$ cat config.mk
export PLATFORM = sky130hd
export DESIGN_NAME = seg7_scan_display
export DESIGN_NICKNAME = d
export VERILOG_FILES = /design/src/rtl/seg7_pkg.sv /design/src/rtl/seg7_decode.sv /design/src/rtl/seg7_scan_display.sv
export SDC_FILE = /design/constraint.sdc
export NUM_CORES = 1
export LEC_CHECK = 0
export CAP_MARGIN = 40
export CORE_MARGIN = 10
export CORE_UTILIZATION = 46
export DETAILED_ROUTE_END_ITERATION = 16
export PLACE_DENSITY = 0.68
export SYNTH_ARGS = -nofsm -noshare
export SYNTH_HDL_FRONTEND = slang
export SYNTH_HIERARCHICAL = 1
export SYNTH_SLANG_ARGS = --single-unit
$ cat constraint.sdc
create_clock -name clk -period 2.2 [get_ports clk]
set_input_delay 0.55 -clock clk [delete_from_list [all_inputs] [get_ports clk]]
set_output_delay 0.55 -clock clk [all_outputs]
set_load 0.005 [all_outputs]
$ cat src/rtl/seg7_pkg.sv
`default_nettype none
// ============================================================================
//  Module      : seg7_pkg
//  Description : Shared constants for the 4-digit 7-segment scan display.
//                Segment patterns are {g,f,e,d,c,b,a}, active low.
//  Revision    : 1.0 - initial release
// ============================================================================
package seg7_pkg;

    // Digit glyphs, a '-' for non-BCD codes, and all segments dark
    localparam logic [6:0] SEG_0    = 7'b1000000;
    localparam logic [6:0] SEG_1    = 7'b1111001;
    localparam logic [6:0] SEG_2    = 7'b0100100;
    localparam logic [6:0] SEG_3    = 7'b0110000;
    localparam logic [6:0] SEG_4    = 7'b0011001;
    localparam logic [6:0] SEG_5    = 7'b0010010;
    localparam logic [6:0] SEG_6    = 7'b0000010;
    localparam logic [6:0] SEG_7    = 7'b1111000;
    localparam logic [6:0] SEG_8    = 7'b0000000;
    localparam logic [6:0] SEG_9    = 7'b0010000;
    localparam logic [6:0] SEG_DASH = 7'b0111111;
    localparam logic [6:0] SEG_OFF  = 7'b1111111;

    // Display mode encoding
    localparam logic [1:0] MODE_IDLE    = 2'd0;
    localparam logic [1:0] MODE_COUNT   = 2'd1;
    localparam logic [1:0] MODE_EXPIRED = 2'd2;

endpackage
`default_nettype wire

$ cat src/rtl/seg7_decode.sv
`default_nettype none
// ============================================================================
//  Module      : seg7_decode
//  Description : Combinational BCD nibble to active-low 7-segment pattern.
//                Codes 10-15 show a single dash (segment g only).
//  Revision    : 1.0 - initial release
// ============================================================================
module seg7_decode
    import seg7_pkg::*;
(
    input  logic [3:0] i_bcd,
    output logic [6:0] o_seg
);

    // Glyph lookup; anything outside 0-9 renders as '-'
    always_comb begin
        case (i_bcd)
            4'd0:    o_seg = SEG_0;
            4'd1:    o_seg = SEG_1;
            4'd2:    o_seg = SEG_2;
            4'd3:    o_seg = SEG_3;
            4'd4:    o_seg = SEG_4;
            4'd5:    o_seg = SEG_5;
            4'd6:    o_seg = SEG_6;
            4'd7:    o_seg = SEG_7;
            4'd8:    o_seg = SEG_8;
            4'd9:    o_seg = SEG_9;
            default: o_seg = SEG_DASH;
        endcase
    end

endmodule
`default_nettype wire

$ cat src/rtl/seg7_scan_display.sv
`default_nettype none
// ============================================================================
//  Module      : seg7_scan_display
//  Description : Time-multiplexed driver for a common-anode 4-digit display
//                showing a BCD MM:SS word. Blinking colon while counting,
//                whole-display flash at 00:00, leading-zero blanking and
//                per-digit dead time against ghosting.
//  Revision    : 1.0 - initial release
// ============================================================================
module seg7_scan_display
    import seg7_pkg::*;
#(
    parameter int DIGIT_TICKS = 100_000,
    parameter int DEAD_TICKS  = 2_000,
    parameter int BLINK_TICKS = 50_000_000,
    parameter int LZB         = 1
) (
    input  logic        clk,
    input  logic        rstn,
    input  logic [15:0] digits,
    input  logic        run,
    output logic [3:0]  an,
    output logic [6:0]  seg,
    output logic        dp
);

    localparam int CW = (DIGIT_TICKS > 1) ? $clog2(DIGIT_TICKS) : 1;
    localparam int BW = (BLINK_TICKS > 1) ? $clog2(BLINK_TICKS) : 1;

    logic [CW-1:0] r_cnt;
    logic [1:0]    r_slot;
    logic [BW-1:0] r_blink;
    logic          r_phase;
    logic [15:0]   r_snap;
    logic          r_run_d;
    logic [3:0]    r_an;
    logic [6:0]    r_seg;
    logic          r_dp;

    logic          w_cnt_wrap;
    logic          w_blink_wrap;
    logic          w_run_rise;
    logic [1:0]    w_mode;
    logic [3:0]    w_digit;
    logic [6:0]    w_dec;
    logic [3:0]    w_an_nxt;
    logic [6:0]    w_seg_nxt;
    logic          w_dp_nxt;

    assign w_cnt_wrap   = (r_cnt == CW'(DIGIT_TICKS - 1));
    assign w_blink_wrap = (r_blink == BW'(BLINK_TICKS - 1));
    assign w_run_rise   = run & ~r_run_d;

    // Slot timer: each slot lasts DIGIT_TICKS, slots walk 3,2,1,0 and wrap
    always_ff @(posedge clk) begin
        if (!rstn) begin
            r_cnt  <= '0;
            r_slot <= 2'd3;
        end else if (w_cnt_wrap) begin
            r_cnt  <= '0;
            r_slot <= r_slot - 2'd1;
        end else begin
            r_cnt  <= r_cnt + CW'(1);
        end
    end

    // Latch the time once per frame so all four digits come from one value
    always_ff @(posedge clk) begin
        if (!rstn) begin
            r_snap <= 16'h0000;
        end else if (w_cnt_wrap && (r_slot == 2'd0)) begin
            r_snap <= digits;
        end
    end

    // Blink phase generator; a fresh run restarts the colon in its lit phase
    always_ff @(posedge clk) begin
        if (!rstn) begin
            r_blink <= '0;
            r_phase <= 1'b1;
            r_run_d <= 1'b0;
        end else begin
            r_run_d <= run;
            if (w_run_rise) begin
                r_blink <= '0;
                r_phase <= 1'b1;
            end else if (w_blink_wrap) begin
                r_blink <= '0;
                r_phase <= ~r_phase;
            end else begin
                r_blink <= r_blink + BW'(1);
            end
        end
    end

    // Display mode from the registered run level and the frame snapshot
    always_comb begin
        if (!r_run_d) begin
            w_mode = MODE_IDLE;
        end else if (r_snap != 16'h0000) begin
            w_mode = MODE_COUNT;
        end else begin
            w_mode = MODE_EXPIRED;
        end
    end

    // Pick the nibble for the active slot; seconds tens sits in the low nibble
    always_comb begin
        case (r_slot)
            2'd3:    w_digit = r_snap[15:12];
            2'd2:    w_digit = r_snap[11:8];
            2'd1:    w_digit = r_snap[3:0];
            default: w_digit = r_snap[7:4];
        endcase
    end

    seg7_decode u_decode (
        .i_bcd (w_digit),
        .o_seg (w_dec)
    );

    // Next anode/segment/colon values: dark during dead time, else the slot
    always_comb begin
        w_an_nxt  = 4'b1111;
        w_seg_nxt = SEG_OFF;
        w_dp_nxt  = 1'b1;
        if (r_cnt >= CW'(DEAD_TICKS)) begin
            w_an_nxt  = ~(4'b0001 << r_slot);
            w_seg_nxt = w_dec;
            if ((LZB != 0) && (r_slot == 2'd3) && (w_digit == 4'd0)) begin
                w_seg_nxt = SEG_OFF;
            end
            if (r_slot == 2'd2) begin
                case (w_mode)
                    MODE_IDLE: w_dp_nxt = 1'b0;
                    default:   w_dp_nxt = ~r_phase;
                endcase
            end
            // Expired flash: everything dark in the off phase, anodes keep scanning
            if ((w_mode == MODE_EXPIRED) && !r_phase) begin
                w_seg_nxt = SEG_OFF;
                w_dp_nxt  = 1'b1;
            end
        end
    end

    // Registered outputs
    always_ff @(posedge clk) begin
        if (!rstn) begin
            r_an  <= 4'b1111;
            r_seg <= SEG_OFF;
            r_dp  <= 1'b1;
        end else begin
            r_an  <= w_an_nxt;
            r_seg <= w_seg_nxt;
            r_dp  <= w_dp_nxt;
        end
    end

    assign an  = r_an;
    assign seg = r_seg;
    assign dp  = r_dp;

endmodule
`default_nettype wire

==> metrics.md, run 1 <==
| Metric | Value |
|---|---|
| Drt first pass iters | 6 |
| Largest net degree at the start of global routing | 26 |
| Share of the yosys chip area belonging to registers | 0.428 |
| Startpoint Class | flip-flop |
| Most frequent cells after synthesis | 75 x dfxtp_1, 43 x a21oi_1, 34 x nor2_1, 33 x nand3_1, 26 x o21ai_0 |
| DRT antenna net count | 0 |
| Area leader, netlist | dfxtp_1 |
| Clock Tree Root | clkbuf_8 |
| Critical Path RT | 2.48 ns |
| Die area | 0.0115 mm^2 |
| # diodes | 0 |
| Gate Count Post-Synth | 411 |
| Clock Skews | 0.00818 ns |
| # IOs | 31 |
| CTS H-tree lvls | 3 |
| Synth cell types | 46 |
| Rel. slew slack | 0.629 |
| Clock sink count | 75 |
| GR Overflow Total | 0 |
| Max-slew violations | 0 |
| Post-synth EDFFs | 0 |
| Count leader, synth | dfxtp_1 |
| Avg WL per Cell | 14.0 um |
| Crit-path cells | inv_1 -> ha_2 -> a222oi_1 -> buf_4 -> a32oi_1 -> or4b_4 -> nand3b_1 |
| Final hold viol count | 0 |
| Post-Synth Simple-Gate Area | 0.275 |
| RSZ-0062 raised after global routing | yes |
| Combinational Power Share | 0.033 |
| Async SR Flop Fraction | 0 |
| Crit path max-delay family | simple AND/OR/NAND/NOR gates |
| Crit path to | seg[2]$_SDFF_PP1_ |
| Post-synthesis area per instance | 8.53 um^2 |
| Sequential share of power | 0.595 |
| DP HPWL | 5320 um |
| Worst vdd ir | 0.303 mV |
| Internal | 1800 uW |
| Mux cell area share after synthesis | 0.00286 |
| Final hold slack | 0.457 ns |
| Final min period | 2.11 ns |
| CP startpoint | r_slot[0]$_SDFFE_PN1N_ |
| # setup viols final | 0 |
| Ranking of synthesized cells by area | dfxtp_1 43%, a21oi_1 6.1%, nand3_1 4.7%, ha_1 4.3%, xor2_1 4.2% |
| Rows | 31 |
| Crit path buffers/inverters | 2 |
| Top FF cell, synth | dfxtp_1 |
| Hold-fix buffers at CTS | 0 |
| FF+latch count, synth | 75 |
| RR Endpoint | seg[2]$_SDFF_PP1_ |
| CTS Buffer Depth | 2 |
| RR Startpoint | r_slot[0]$_SDFFE_PN1N_ |
| Post-route insts no fill | 548 |
| Register-to-Register Path Depth | 7 |
| Area Growth Syn to Fin | 17.8% |
| WS Path Type | flip-flop to flip-flop |
| Fin nets | 477 |
| Worst-Skew Late Latency | 0.35 ns |
| Synthesized cell area | 0.00351 mm^2 |
| Status | complete, no violations |
| Share of the synthesized area in the top cell type | 0.428 |
| Layout cell share with drive strength beyond 1 | 0.0891 |
| Crit. path cell count | 7 |
| CTS tree | built |
| Placed Cells | 533 |
| Max cap viols | 0 |
| Net Switching | 512 uW |
| Clock slew seen by the registers of the worst setup and hold paths | 0.07 ns |
| Total CTS buffers | 9 |
| Die H | 107 um |
| Residual DRC | 0 |
| Post-Synth Adder-Cell Area | 0.0428 |
| Hold WC Path Type | flip-flop to flip-flop |
| Worst-Margin Slew | 0.552 ns |
| Final Routed Wirelength | 7650 um |
| Crit. End Element | flip-flop |
| Antenna violations before repair | 0 |
| Fmax | 474 MHz |
| First-pass GRT wire length | 12500 um |
| Final cycle utilization of the critical path | 0.959 |
| Crit Path Max Fanout | 7 |
| Largest family of logic cells by synthesized area | simple AND/OR/NAND/NOR gates |
| Starting Density | 0.478 |
| Switching share of power | 0.222 |
| GPL Wtd Cong | 0.842 |
| Via density | 5.58 |
| Max incr delay on CP | 0.55 ns |
| Initial DRC Count | 121 |
| Gr usage total | 0.131 |
| R2R Setup Slk | 0.09 ns |
| Lkg Pwr | 0.00143 uW |
| Pwr/cell area | 558 mW/mm^2 |
| Die W | 107 um |
| Vias in the first global route | 2774 |
| Port Buf Inserts | 30 |
| Core footprint | 0.00733 mm^2 |
| Slowest CP cell | or4b_4 |
| WP data arrival | 2.39 ns |
| Clk pwr share | 0.372 |
| Mapped Nets | 442 |
| Synth warn | 6 |
| Xor-xnor portion of the synthesized cell area | 0.0550 |
| Compound-Gate Fraction of Synth Area | 0.149 |
| Via count | 3058 |
-- logic make-up (layout without fill, tap and decap cells) --
group	Yosys count	in the layout
AO/OA/AOI/OAI	93	93
XOR/XNOR	22	22
adder cells (fa/ha/maj)	12	12
buffers and inverters	37	75
flip-flops	75	75
multiplexers	1	1
AND/OR/NAND/NOR	171	171
-- how the worst min path moves through the flow --
stage	cells after the start	slack (ns)	from	end
global route	1	0.48	r_blink[0]$_SDFF_PP0_	r_blink[0]$_SDFF_PP0_
detailed placement	1	0.44	r_blink[0]$_SDFF_PP0_	r_blink[0]$_SDFF_PP0_
finish	1	0.46	r_blink[0]$_SDFF_PP0_	r_blink[0]$_SDFF_PP0_
global placement	1	0.43	r_blink[0]$_SDFF_PP0_	r_blink[0]$_SDFF_PP0_
CTS	1	0.46	r_blink[0]$_SDFF_PP0_	r_blink[0]$_SDFF_PP0_
floorplan	1	0.41	r_blink[0]$_SDFF_PP0_	r_blink[0]$_SDFF_PP0_
-- layout by cell type, fill, tap and decap left out, drive strengths merged, types with 2 or more instances in the layout --
| cell type | instances |
|---|---|
| or4 | 6 |
| xor2 | 17 |
| a21oi | 43 |
| and2 | 7 |
| buf | 17 |
| inv | 14 |
| nand2b | 2 |
| clkinv | 4 |
| or3 | 13 |
| a31oi | 2 |
| a22oi | 2 |
| xnor2 | 5 |
| nand4 | 17 |
| and4 | 8 |
| dfxtp | 75 |
| nor4b | 3 |
| and3b | 2 |
| nor2 | 34 |
| nand2 | 20 |
| clkbuf | 10 |
| and3 | 5 |
| nand3 | 33 |
| nor2b | 2 |
| nor4 | 4 |
| clkdlybuf4s50 | 30 |
| nor3b | 2 |
| nand3b | 7 |
| o21ai | 32 |
| o31ai | 7 |
| ha | 12 |
-- flip-flops by register name, indices dropped and copies added, names as in the netlist --
signal / flops
an: 4
dp: 1
r_blink: 26
r_cnt: 17
r_phase: 1
r_run_d: 1
r_slot: 2
r_snap: 16
seg: 7
-- what timing repair did --
item | CTS | global route
endpoints found under the setup margin | 3 | 7
gates resized for setup | 3 | 6
pin swaps | 1 | 1
setup buffers | 1 | 0
-- area by class of cell --
type	instances	area (um^2)
Fill cell	651	3200
Timing Repair Buffer	47	428
Inverter	14	52.6
Tap cell	99	124
Clock inverter	4	20.0
Sequential cell	75	1500
Clock buffer	10	128
Multi-Input combinational cell	299	1880
-- metrics by stage --
stage / cell area [um^2] / total power (uW) / setup TNS [ns] / worst slack [ns] / utilization
CTS: 4110 / 2330 / 0 / 0.0311 / 0.560
global placement: 3940 / 1480 / 0 / 0.0639 / 0.537
finish: 4130 / 2310 / 0 / 0.0907 / 0.564
floorplan: 3510 / 1430 / 0 / 0.0188 / -
global route: 4130 / 2400 / -0.0859 / -0.0209 / 0.564
detailed placement: 3940 / 1480 / -0.0403 / -0.0304 / 0.537
-- per-layer routing --
metal  global-route usage  up-vias  wire length (um)
met2                0.210       69              3610
met3               0.0497       16               434
met5                    0        -                 0
met1                0.158     1425              3480
li1                     -     1548                 -
met4               0.0435        0               121
-- power by group through the flow --
stage | registers, uW | logic (uW) | clock network [uW]
after floorplan | 1400 | 32.1 | 0
after global placement | 1400 | 76.0 | 0
after detailed placement | 1400 | 76.8 | 0
after CTS | 1370 | 77.4 | 885
after global routing | 1370 | 84.4 | 945
final | 1370 | 76.6 | 858
Note: power is estimated with default switching activity, not from simulation.
==> run 2: changes to the inputs <==
--- a/config.mk
+++ b/config.mk
@@ -10,6 +10,7 @@
 export CORE_UTILIZATION = 46
 export DETAILED_ROUTE_END_ITERATION = 16
 export PLACE_DENSITY = 0.68
+export SKIP_CTS_REPAIR_TIMING = 1
 export SYNTH_ARGS = -nofsm -noshare
 export SYNTH_HDL_FRONTEND = slang
 export SYNTH_HIERARCHICAL = 1
==> metrics.md, run 2 (synthesis gave the netlist of run 1 again) <==
| Metric | Value |
|---|---|
| Status | complete, no violations |
| Via count | 3057 (-0.033%) |
| Clock Skews | 0.00859 ns (+0.000406 ns) |
| Register area | 0.00150 mm^2 (about the same) |
| Vias in the first global route | 2759 (-0.54%) |
| CTS tree | built |
| Avg WL per Cell | 14.0 um (+0.48%) |
| Final cycle utilization of the critical path | 0.934 (-0.0245) |
| Final min period | 2.06 ns (-0.0539 ns) |
| Max FFs per register | 26 (unchanged) |
| Max-slew violations | 0 (unchanged) |
| GPL Wtd Cong | 0.842 (unchanged) |
| Die area | 0.0115 mm^2 (unchanged) |
| Clock sink count | 75 (unchanged) |
| Fin nets | 477 (unchanged) |
| # IOs | 31 (unchanged) |
| Gr usage total | 0.131 (-0.000498) |
| Clock Tree Root | clkbuf_8 |
| Pwr/cell area | 559 mW/mm^2 (about the same) |
| Final Power | 2310 uW (+0.13%) |
| Worst-Skew Late Latency | 0.35 ns (about the same) |
| Fmax | 487 MHz (+2.6%) |
| # setup viols final | 0 (unchanged) |
| Die H | 107 um (unchanged) |
| Biggest regs | r_blink (26), r_cnt (17), r_snap (16) |
| Antenna violations before repair | 0 (unchanged) |
| Max cap viols | 0 (unchanged) |
| Total CTS buffers | 9 (unchanged) |
| Clock slew seen by the registers of the worst setup and hold paths | 0.07 ns (about the same) |
| Final hold slack | 0.460 ns (+0.00312 ns) |
| Worst-Margin Slew | 0.552 ns (-0.0000837 ns) |
| Dpl ws | -0.0304 ns (unchanged) |
| CTS Buffer Depth | 2 (unchanged) |
| Final Routed Wirelength | 7680 um (+0.48%) |
| Worst vdd ir | 0.303 mV (about the same) |
| Port Buf Inserts | 30 (unchanged) |
| Crit Path Max Fanout | 9 (+2) |
| RSZ-0062 raised after global routing | no |
| Most frequent cells in the layout | 74 x dfxtp_1, 41 x a21oi_1, 34 x nor2_1, 33 x nand3_1, 30 x clkdlybuf4s50_1 |
| Final WS setup | 0.145 ns (+0.0539 ns) |
| Largest net degree at the start of global routing | 26 (unchanged) |
| Hold WC Path Type | flip-flop to flip-flop |
| R2R Setup Slk | 0.14 ns (+0.05 ns) |
| DP HPWL | 5320 um (unchanged) |
| Core footprint | 0.00733 mm^2 (unchanged) |
| Setup TNS | 0 ns (unchanged) |
| Drt first pass iters | 4 (-2) |
| Layout cell share with drive strength beyond 1 | 0.0913 (+0.00223) |
| Layout fillers | 652 (+0.15%) |
| Residual DRC | 0 (unchanged) |
| Critical Path RT | 2.43 ns (-0.05 ns) |
| Commonest non-fill, non-tap cell in the layout | dfxtp_1 |
| Die W | 107 um (unchanged) |
| Largest reg by FF count | r_blink |
| First-pass GRT wire length | 12500 um (-0.38%) |
| Rows | 31 (unchanged) |
| Rel. slew slack | 0.629 (about the same) |
| Area Growth Syn to Fin | 18.0% (about the same) |
| Startpoint Class | flip-flop |
| Via density | 5.58 (about the same) |
| Initial DRC Count | 122 (+0.83%) |
| Final hold viol count | 0 (unchanged) |
| Starting Density | 0.478 (unchanged) |
| Lkg Pwr | 0.00143 uW (about the same) |
| Multi-input gate area | 0.00188 mm^2 (unchanged) |
| Crit. End Element | flip-flop |
| # diodes | 0 (unchanged) |
| WP data arrival | 2.29 ns (-0.10 ns) |
| CTS H-tree lvls | 3 (unchanged) |
| GR Overflow Total | 0 (unchanged) |
| WS Path Type | flip-flop to flip-flop |
| Util after Layout | 0.564 (about the same) |
| DRT antenna net count | 0 (unchanged) |
run 2: cell type report:
| class | count | share of cell area |
|---|---|---|
| Multi-Input combinational cell | 299 | 0.454 |
| Sequential cell | 75 | 0.363 |
| Timing Repair Buffer | 47 | 0.103 |
| Clock buffer | 10 | 0.0309 |
| Tap cell | 99 | 0.0300 |
| Inverter | 14 | 0.0133 |
| Clock inverter | 4 | 0.00484 |
run 2: final timing paths:
path / from / end / depth (start not counted)
min reg2reg: r_blink[0]$_SDFF_PP0_ / r_blink[0]$_SDFF_PP0_ / 1
max reg2reg: r_slot[1]$_SDFFE_PN1N_ / seg[2]$_SDFF_PP1_ / 10
max: r_slot[1]$_SDFFE_PN1N_ / seg[2]$_SDFF_PP1_ / 10
min: r_blink[0]$_SDFF_PP0_ / r_blink[0]$_SDFF_PP0_ / 1
run 2: metal layers:
layer / track usage / share of wire / vias to the layer above
li1: - / - / 1551
met1: 0.158 / 0.46 / 1426
met2: 0.209 / 0.47 / 58
met3: 0.0407 / 0.050 / 22
met4: 0.0571 / 0.023 / 0
met5: 0 / 0 / -
run 2: stage by stage:
stage / area (um^2) / instances
after global placement: 3940 / 533
after CTS: 4090 / 547
after detailed placement: 3940 / 533
after floorplan: 3510 / 411
final: 4140 / 548
after global routing: 4140 / 548
run 2: critical path, cell delays in order, from the launching register on:
cell and delay, ns:
dfxtp_1 0.38, inv_1 0.08, ha_1 0.23, buf_4 0.18, a21oi_1 0.16, a2bb2oi_2 0.10
buf_4 0.16, ha_1 0.18, nor3b_1 0.15, a21o_1 0.17, nand3b_1 0.15
run 2: power by group:
part | leakage [uW] | internal (uW) | total (uW) | switching [uW]
clock | 0.0000815 | 389 | 861 | 473
combinational | 0.000739 | 41.2 | 76.4 | 35.3
sequential | 0.000605 | 1370 | 1370 | 6.81
